`config.mk`:
```
export PLATFORM = sky130hd
export DESIGN_NAME = f2m_sqrt
export DESIGN_NICKNAME = d
export VERILOG_FILES = /design/src/rtl/f2m_sqrt.sv
export SDC_FILE = /design/constraint.sdc
export NUM_CORES = 1
export LEC_CHECK = 0
export BUFFER_PORTS_ARGS = -buffer_cell sky130_fd_sc_hd__buf_2
export CAP_MARGIN = 15
export CORE_MARGIN = 5
export CORE_UTILIZATION = 50
export DETAILED_ROUTE_END_ITERATION = 10
export PLACE_DENSITY = 0.84
export SYNTH_ARGS = -nofsm -noshare
export SYNTH_HDL_FRONTEND = slang
export SYNTH_SLANG_ARGS = --single-unit
```
`constraint.sdc`:
```
create_clock -name clk -period 1.9 [get_ports clk]
set_input_delay 0.19 -clock clk [delete_from_list [all_inputs] [get_ports clk]]
set_output_delay 0.19 -clock clk [all_outputs]
set_load 0.02 [all_outputs]
```
`src/rtl/f2m_sqrt.sv`:
```
// Square root in GF(2^M) by repeated squaring: z = a^(2^(M-1)) mod f(x).
// States: S_IDLE | waiting for start ; S_RUN | applying K squarings per clock
module f2m_sqrt #(
  parameter int          M  = 163,
  parameter logic [M-1:0] FX = 163'hc9,
  parameter int          K  = 1
) (
  input  logic         clk,
  input  logic         rst_n,
  input  logic         start,
  input  logic [M-1:0] a,
  output logic         busy,
  output logic         done,
  output logic [M-1:0] z
);

  localparam int N  = (M - 1) / K;
  localparam int CW = $clog2(N) + 1;
  localparam logic [CW-1:0] TC = CW'(N - 1);

  typedef enum logic {
    S_IDLE = 1'b0,
    S_RUN  = 1'b1
  } state_t;

  state_t         r_state, w_state_nxt;
  logic [M-1:0]   r_acc, w_acc_nxt;
  logic [CW-1:0]  r_cnt, w_cnt_nxt;
  logic           r_busy, w_busy_nxt;
  logic           r_done, w_done_nxt;
  logic [M-1:0]   r_z, w_z_nxt;
  logic [M-1:0]   w_sqk;

  // Squaring is linear: spread bits to even positions, then fold every
  // x^j (j >= M) back as x^(j-M) * FX, highest term first.
  function automatic logic [M-1:0] gf_sq(input logic [M-1:0] v);
    logic [2*M-2:0] e;
    e = '0;
    for (int i = 0; i < M; i++) e[2*i] = v[i];
    for (int j = 2*M-2; j >= M; j--) begin
      if (e[j]) e[j-M +: M] = e[j-M +: M] ^ FX;
    end
    return e[M-1:0];
  endfunction

  function automatic logic [M-1:0] gf_sqk(input logic [M-1:0] v);
    logic [M-1:0] t;
    t = v;
    for (int k = 0; k < K; k++) t = gf_sq(t);
    return t;
  endfunction

  assign w_sqk = gf_sqk(r_acc);

  always_comb begin
    w_state_nxt = r_state;
    w_acc_nxt   = r_acc;
    w_cnt_nxt   = r_cnt;
    w_busy_nxt  = r_busy;
    w_done_nxt  = 1'b0;
    w_z_nxt     = r_z;
    case (r_state)
      S_IDLE: begin
        if (start) begin
          w_acc_nxt   = a;
          w_cnt_nxt   = '0;
          w_busy_nxt  = 1'b1;
          w_state_nxt = S_RUN;
        end
      end
      S_RUN: begin
        w_acc_nxt = w_sqk;
        w_cnt_nxt = r_cnt + CW'(1);
        if (r_cnt == TC) begin
          w_z_nxt     = w_sqk;
          w_done_nxt  = 1'b1;
          w_busy_nxt  = 1'b0;
          w_state_nxt = S_IDLE;
        end
      end
      default: w_state_nxt = S_IDLE;
    endcase
  end

  always_ff @(posedge clk or negedge rst_n) begin
    if (!rst_n) begin
      r_state <= S_IDLE;
      r_acc   <= '0;
      r_cnt   <= '0;
      r_busy  <= 1'b0;
      r_done  <= 1'b0;
      r_z     <= '0;
    end else begin
      r_state <= w_state_nxt;
      r_acc   <= w_acc_nxt;
      r_cnt   <= w_cnt_nxt;
      r_busy  <= w_busy_nxt;
      r_done  <= w_done_nxt;
      r_z     <= w_z_nxt;
    end
  end

  assign busy = r_busy;
  assign done = r_done;
  assign z    = r_z;

endmodule

```
==> out/metrics.cfg, run 1 <==
[run_status]
status=complete, no violations

[clocking]
cts_num_sinks=338
htreeDepth=2
clock_latency_ns=0.51
cts_made_buffers=37
clkSlewWorstSetupHoldPaths_ns=0.06
cts-root-buf=clkbuf_16
cts_tree=yes
cts_max_path_buffers=3

[power]
powerDensity_nw_per_um2=1770
ir_worst_vdd_mv=1.09
seqPwrFrac_pct=37.8
p_int_mw=22.5
pwr-share-comb_pct=43.7
pwr-share-clk_pct=18.4
leakage_nw=11.2
p_switching_mw=14.9
switching_share_pct=39.9

[logic_synthesis]
yosysTopAreaCellShare_pct=49.5
synth.avg_cell_area_um2=11.9
async_flop_share_pct=100
ys_seq_area_share_pct=49.5
syn_inst=1439
yosys.cell_types.count=38
synthTopCellsByArea=dfrtp_1 (50%), mux2i_1 (9.4%), xnor2_1 (8.4%)
syn-num-nets=1607
synthesis.area_um2=17100
synth_top_area_cell=dfrtp_1
synth_edf_count=0
ys_seq_elements=338
synth_ff_type=dfrtp_1
synth_warnings=0

[job]
max-cap-violations=0

[grt]
grt_max_degree=158
grt_overflow=0
grt_util_all_layers_pct=25.8
antenna_found_initial=3
grt_pass1_wl_mm=77.3
grt_pass1_vias=13022

[floorplanning]
die_x_um=195
die_area_um2=38000
rows=67
dieHeight_um=195
initial_core_util_pct=50.8
core_area_um2=33600
io_pins=331

[routing]
route.detailed.drc=0
via_count=12140
wl_mm=49.9
final_antenna_net_count=0
routedWlPerCell_um=22.2
drt_pre_antenna_iters=5
drt-initial-drc-count=698
viasPerCell=5.39

[sta]
period_share_pct=96.3
fin_skew_ns=0.00905
rsz0062_at_grt=yes
worst_pin_slew_ns=0.678
finalHoldViolCount=0
layout_min_cycle_time_ns=1.83
relSlewSlack_pct=54.8
setup_viol=0
slew_violations=0
max_freq_ghz=0.546

[critical_path]
cp.arrival_ns=2.22
critPathCaptureType=flop
worstSetupPathType=flop to flop
cp_max_fo=33
reg2reg_depth=5
critPathRequiredTime_ns=2.29
start_kind=flop

[layout]
fin_util_pct=62.8
layout-drive-gt1-share_pct=33.3
num-nets-final=1943
fin_cells=2251
area_growth_pct=23.6

[hold_path]
hold-path-cell-count=3
min_path_type=input port to flop

[placed_design]
dp_hpwl_mm=36.5
dp.cells=2107
port_buffers=330
gp_congestion=0.890

-- power groups by stage --
stage	Sequential, mW	Combinational [mW]	Clock [mW]
CTS	14.1	16.4	7.02
global route	14.5	18.0	7.32
finish	14.2	16.4	6.90
floorplan	12.2	13.1	0
global placement	14.1	15.4	0
detailed placement	14.2	16.1	0
-- synthesized netlist by cell type, types with 2 or more instances --
| cell | n |
|---|---|
| nor2b_1 | 4 |
| xnor3_1 | 2 |
| o21ai_0 | 82 |
| inv_1 | 6 |
| a21oi_1 | 7 |
| nand2_1 | 85 |
| a21o_1 | 78 |
| clkbuf_1 | 108 |
| buf_2 | 32 |
| xnor2_1 | 163 |
| ha_1 | 2 |
| o41ai_1 | 2 |
| nor2_1 | 82 |
| buf_6 | 10 |
| buf_1 | 4 |
| a211oi_1 | 4 |
| o31ai_1 | 3 |
| dfrtp_1 | 338 |
| mux2i_1 | 160 |
| mux2_4 | 88 |
| o211ai_1 | 2 |
| xor2_1 | 81 |
| nand2b_1 | 4 |
| nand4b_1 | 2 |
| nand3_1 | 4 |
| nor3b_1 | 2 |
| mux2_2 | 72 |
| o311ai_0 | 2 |
-- repair_timing --
item,in CTS,in global routing
hold buffers,69,0
gates resized for setup,1,6
pin swaps,0,1
setup endpoints to repair,1,88
buffers inserted,0,8
endpoints found under the hold margin,117,0
-- stage by stage --
stage	instance area [µm²]	setup slack [ns]	power, mW	hold slack [ns]	setup TNS, ns
3_5_place_dp	19200	0.0299	30.3	0.214	0
6_report	21100	0.0697	37.4	0.0140	0
4_1_cts	21000	0.0323	37.5	0.000135	0
2_1_floorplan	17100	0.273	25.3	-0.106	0
5_1_grt	21100	-0.0162	39.8	0.00561	-0.0403
3_3_place_gp	19200	0.0917	29.5	0.203	0
-- state kept, by name, indices dropped and copies added, names as in the netlist --
name and count:
busy 1, r_cnt 9, r_state 1, done 1
r_acc 163, z 163
-- layout make-up --
type / instances / area, µm²
clock buffer: 60 / 1120
sequential: 338 / 8460
tap: 448 / 561
antenna: 3 / 7.51
inverter: 6 / 22.5
fill: 2519 / 12500
timing repair buffer: 451 / 3000
clock inverter: 4 / 31.3
multi-input combinational: 941 / 7910
-- path summary, 6_finish.rpt --
check / startpoint / end / slack (ns)
worst max-delay path: r_cnt[1] / z[2] / 0.07
worst min-delay path: a[109] / r_acc[109] / 0.01
worst max register to register: r_cnt[1] / z[2] / 0.07
worst min register to register: z[51] / z[51] / 0.50
max in group asynchronous: rst_n / r_acc[121] / 0.96
min in group asynchronous: rst_n / r_acc[11] / 0.25
-- worst max-delay path: stages (launching register included) --
cell and delay (ns):
dfrtp_1 0.41, inv_1 0.08, ha_1 0.20, nand4b_1 0.20, clkbuf_8 0.41, mux2_2 0.39
-- placed cells by master, fill, tap and decap left out, drive strengths merged, types with 2 or more instances in the layout --
master and instances:
a21o 78, a211oi 4, o21ai 82, o31ai 3, clkinv 4, mux2 160, ha 2, o41ai 2
dfrtp 338, buf 381, nand3 4, nand2 85, a21oi 7, inv 6, xnor3 2, nand2b 4
nor2 82, o211ai 2, dlygate4sd3 69, xor2 81, mux2i 160, clkbuf 61, diode 3, xnor2 163
nor2b 4, nand4b 2, o311ai 2, nor3b 2
-- cells by family after synthesis --
kind of cell	share of synthesized area, %
flops	49.5
compound gates	6.80
fa+ha+maj	0.146
mux	21.9
simple gates	4.58
xor+xnor	12.9
buf+inv	4.19
-- metal layers --
layer	global-route usage, %	share of wire (%)	vias to the layer above
li1	-	-	5466
met4	8.82	3.7	0
met1	34.8	42	6063
met2	42.4	48	495
met3	4.40	6.4	116
met5	0	0	-
Power figures use the tool's default switching activity.
==> run 2: changes to the inputs <==
==> config.mk (replaced) <==
export PLATFORM = sky130hd
export DESIGN_NAME = f2m_sqrt
export DESIGN_NICKNAME = d
export VERILOG_FILES = /design/src/rtl/f2m_sqrt.sv
export SDC_FILE = /design/constraint.sdc
export NUM_CORES = 1
export LEC_CHECK = 0
export CAP_MARGIN = 15
export CORE_MARGIN = 5
export CORE_UTILIZATION = 50
export CTS_CLUSTER_SIZE = 25
export DETAILED_ROUTE_END_ITERATION = 10
export DONT_BUFFER_PORTS = 1
export PLACE_DENSITY = 0.76
export SYNTH_ARGS = -nofsm -noshare
export SYNTH_HDL_FRONTEND = slang
export SYNTH_SLANG_ARGS = --single-unit
==> out/metrics.cfg, run 2 (synthesized netlist as in run 1, its figures left out) <==
[critical_path]
cp_top_family=buffers and inverters
reg2reg_depth=5
slowest_stage=dfrtp_1
start_kind=flop
cp_cell_sequence=ha_1, nand4b_1, buf_4, buf_12, mux2_2
regToRegSetupSlack_ns=0.11
cp_max_fo=34
critPathRequiredTime_ns=2.31
cp.arrival_ns=2.20
crit_buf_inv=2
r2r_start=r_cnt[0]
cp_slowest_stage_delay_ns=0.44
timing.rr.end=z[39]
critPathCaptureType=flop
worstSetupPathType=flop to flop

[sta]
worst_pin_slew_ns=0.713
setup_tns_ns=0
max_freq_ghz=0.559
rsz0062_at_grt=no
whs_ns=-0.633
setup_viol=0
finalHoldViolCount=338
fin_skew_ns=0.0230
relSlewSlack_pct=52.4
period_share_pct=94.1
slew_violations=0
layout_min_cycle_time_ns=1.79

[grt]
grt_util_all_layers_pct=27.0
antenna_found_initial=2
grt_pass1_vias=12990
grt_max_degree=339
grt_overflow=0
grt_pass1_wl_mm=80.2

[clocking]
clock_latency_ns=0.53
clkSlewWorstSetupHoldPaths_ns=0.06
htreeDepth=2
cts_made_buffers=38
holdBufCountCts=296
cts_num_sinks=338
cts-root-buf=clkbuf_16
ctsResizeCount=0
cts_tree=yes
cts_max_path_buffers=3

[placed_design]
gp_congestion=0.830
dp_hpwl_mm=33.1
dp.cells=1755
port_buffers=0

[routing]
wl_mm=52.2
final_antenna_net_count=0
viasPerCell=5.55
drt-initial-drc-count=705
via_count=11800
drt_pre_antenna_iters=5
route.detailed.drc=0
routedWlPerCell_um=24.6

[layout]
fin_util_pct=64.2
num-nets-final=1814
fill_cells=2374
fin_cells=2125
mostFrequentLayoutCell=dfrtp_1
area_growth_pct=26.4
mostFrequentLayoutCells=dfrtp_1 (337), dlygate4sd3_1 (295), xnor2_1 (163)
layout-drive-gt1-share_pct=15.2

[floorplanning]
die_x_um=195
core_area_um2=33600
rows=67
io_pins=331
die_area_um2=38000
dieHeight_um=195
initial_core_util_pct=50.8

[job]
max-cap-violations=0

[hold_path]
min_path_type=input port to asynchronous set/reset pin

[run_status]
status=complete, but fails checks
failed_checks=hold timing

[power]
powerDensity_nw_per_um2=1810
leakage_nw=10.5
ir_worst_vdd_mv=0.955

## run 2: worst max path at each step
stage,from,to,depth (start not counted)
floorplan,r_cnt[4],z[100],6
global placement,r_state,z[53],5
detailed placement,r_cnt[0],z[39],5
CTS,r_cnt[0],z[39],5
global route,r_cnt[1],z[39],6
finish,r_cnt[0],z[39],5
## run 2: power breakdown
| part | total (mW) | leakage, nW | switching [mW] | internal, mW |
|---|---|---|---|---|
| combinational | 15.7 | 5.60 | 6.88 | 8.85 |
| sequential | 15.4 | 4.28 | 5.32 | 10.1 |
| clock | 7.92 | 0.677 | 3.03 | 4.88 |
## run 2: what timing repair did
action	CTS	global route
setup endpoints to repair	0	1
setup buffers	0	3
hold endpoints to repair	507	338
## run 2: layout make-up
class	count	area, µm²	share of cell area, %
multi-input combinational	941	7910	36.6
sequential	338	8460	39.2
clock inverter	10	135	0.626
tap	448	561	2.60
timing repair buffer	321	3270	15.1
antenna	2	5.00	0.0232
clock buffer	59	1230	5.71
inverter	6	22.5	0.104
## run 2: metal layers
metal  track usage, %  vias up  wire [µm]
li1                 -     5222          -
met1             33.8     5995      20800
met2             44.9      458      25300
met3             7.57      125       4000
met4             10.3        0       2090
met5                0        -          0
## run 2: per-stage QoR
step	setup WS (ns)	power [mW]	area, µm²
floorplan	0.273	25.3	17100
global placement	0.193	28.5	17200
detailed placement	0.148	29.1	17200
CTS	0.140	38.6	21600
global route	0.0387	41.4	21600
finish	0.112	39.0	21600
==> run 3: changes to the inputs <==
--- a/config.mk
+++ b/config.mk
@@ -11,7 +11,7 @@
 export CTS_CLUSTER_SIZE = 25
 export DETAILED_ROUTE_END_ITERATION = 10
 export DONT_BUFFER_PORTS = 1
-export PLACE_DENSITY = 0.76
+export PLACE_DENSITY = 0.79
 export SYNTH_ARGS = -nofsm -noshare
 export SYNTH_HDL_FRONTEND = slang
 export SYNTH_SLANG_ARGS = --single-unit
==> constraint.sdc (replaced) <==
create_clock -name clk -period 1.5 [get_ports clk]
set_input_delay 0.15 -clock clk [delete_from_list [all_inputs] [get_ports clk]]
set_output_delay 0.15 -clock clk [all_outputs]
set_load 0.02 [all_outputs]
==> out/metrics.cfg, run 3 (synthesized netlist as in run 1, its figures left out) <==
[grt]
grt_overflow=0
grt_max_degree=339
antenna_found_initial=5
grt_util_all_layers_pct=28.5
grt_pass1_vias=13483
grt_pass1_wl_mm=83.8

[clocking]
clkSlewWorstSetupHoldPaths_ns=0.06
clock_latency_ns=0.54
cts-root-buf=clkbuf_16
cts_num_sinks=338
cts_made_buffers=38
cts_tree=yes
htreeDepth=2
cts_max_path_buffers=3

[layout]
fill_cells=2236
fin_util_pct=65.8
num-nets-final=1851
multi_input_area_um2=7990
fin_cells=2165
layout-drive-gt1-share_pct=21.0
area_growth_pct=29.6
seq_area_um2=8500
mostFrequentLayoutCells=dfrtp_1 (306), dlygate4sd3_1 (269), xnor2_1 (163)
finalInstanceArea_um2=22100
mostFrequentLayoutCell=dfrtp_1

[floorplanning]
die_area_um2=38000
rows=67
io_pins=331
dieHeight_um=195
core_area_um2=33600
initial_core_util_pct=50.8
die_x_um=195

[placed_design]
dp_worst_setup_slack_ns=-0.247
postPlaceCellArea_um2=17400
port_buffers=0
dp_hpwl_mm=33.9
gp_congestion=0.851
dp.cells=1784

[power]
leakage_nw=10.8
powerDensity_nw_per_um2=2300
p_total_mw=50.8
ir_worst_vdd_mv=1.36

[sta]
finalHoldViolCount=338
setup_tns_ns=-37.00
fin_skew_ns=0.0137
max_freq_ghz=0.558
worst_pin_slew_ns=0.751
whs_ns=-0.675
setup_ws_ns=-0.291
setup_viol=165
period_share_pct=119
rsz0062_at_grt=yes
slew_violations=0
layout_min_cycle_time_ns=1.79
relSlewSlack_pct=50.0

[critical_path]
cp.arrival_ns=2.22
start_kind=flop
worstSetupPathType=flop to flop
critPathRequiredTime_ns=1.93
critPathCaptureType=flop
cp_max_fo=12

[job]
max-cap-violations=0

[routing]
via_count=12377
wl_mm=57.1
drt-initial-drc-count=888
viasPerCell=5.72
route.detailed.drc=0
drt_pre_antenna_iters=5
final_antenna_net_count=0
routedWlPerCell_um=26.4

[run_status]
failed_checks=hold timing, setup timing
status=complete, but fails checks

[hold_path]
min_path_type=input port to asynchronous set/reset pin

==> run 3: final cells by class <==
| type | instances | area share (%) |
|---|---|---|
| well taps | 448 | 2.53 |
| inverters | 6 | 0.102 |
| flip-flops and latches | 338 | 38.4 |
| multi-input cells | 941 | 36.1 |
| diodes | 4 | 0.0452 |
| clock buffers | 57 | 5.36 |
| clock inverters | 13 | 0.560 |
| repair buffers | 358 | 16.9 |
==> run 3: worst paths after layout <==
check                         start  cells past startpoint    endpoint  slack, ns
hold reg to reg            r_acc[0]                      2    r_acc[0]       0.56
min in group clk              start                      3    r_acc[8]       0.06
max in group asynchronous     rst_n                      0  r_acc[143]       1.51
setup / recovery            r_state                      6       z[38]      -0.29
setup reg to reg            r_state                      6       z[38]      -0.29
hold / removal                rst_n                      0       z[36]      -0.67
==> run 3: power breakdown <==
part | total [mW] | internal (mW) | switching, mW
combinational | 21.9 | 11.8 | 10.0
clock | 9.78 | 5.83 | 3.95
sequential | 19.2 | 12.8 | 6.35
==> run 3: worst max-delay path: stages (launching register included) <==
cell and delay, ns:
dfrtp_4 0.49, and3b_1 0.19, nand4b_1 0.11, buf_6 0.14
buf_12 0.19, buf_6 0.18, mux2_2 0.35
==> run 3: timing repair <==
action                                  4_1_cts  5_1_grt
gates resized for setup                      24       63
pin swaps                                     3        6
endpoints found under the hold margin       511      377
endpoints found under the setup margin      264      299
hold buffers                                277        1
setup buffers                                 2       27
cloned                                        4        6
==> run 3: metal layers <==
layer | global-route usage [%] | up-vias | routed length, µm
li1 | - | 5294 | -
met1 | 34.7 | 6307 | 22000
met2 | 47.8 | 615 | 28000
met3 | 7.70 | 161 | 4640
met4 | 12.2 | 0 | 2490
met5 | 0 | - | 0
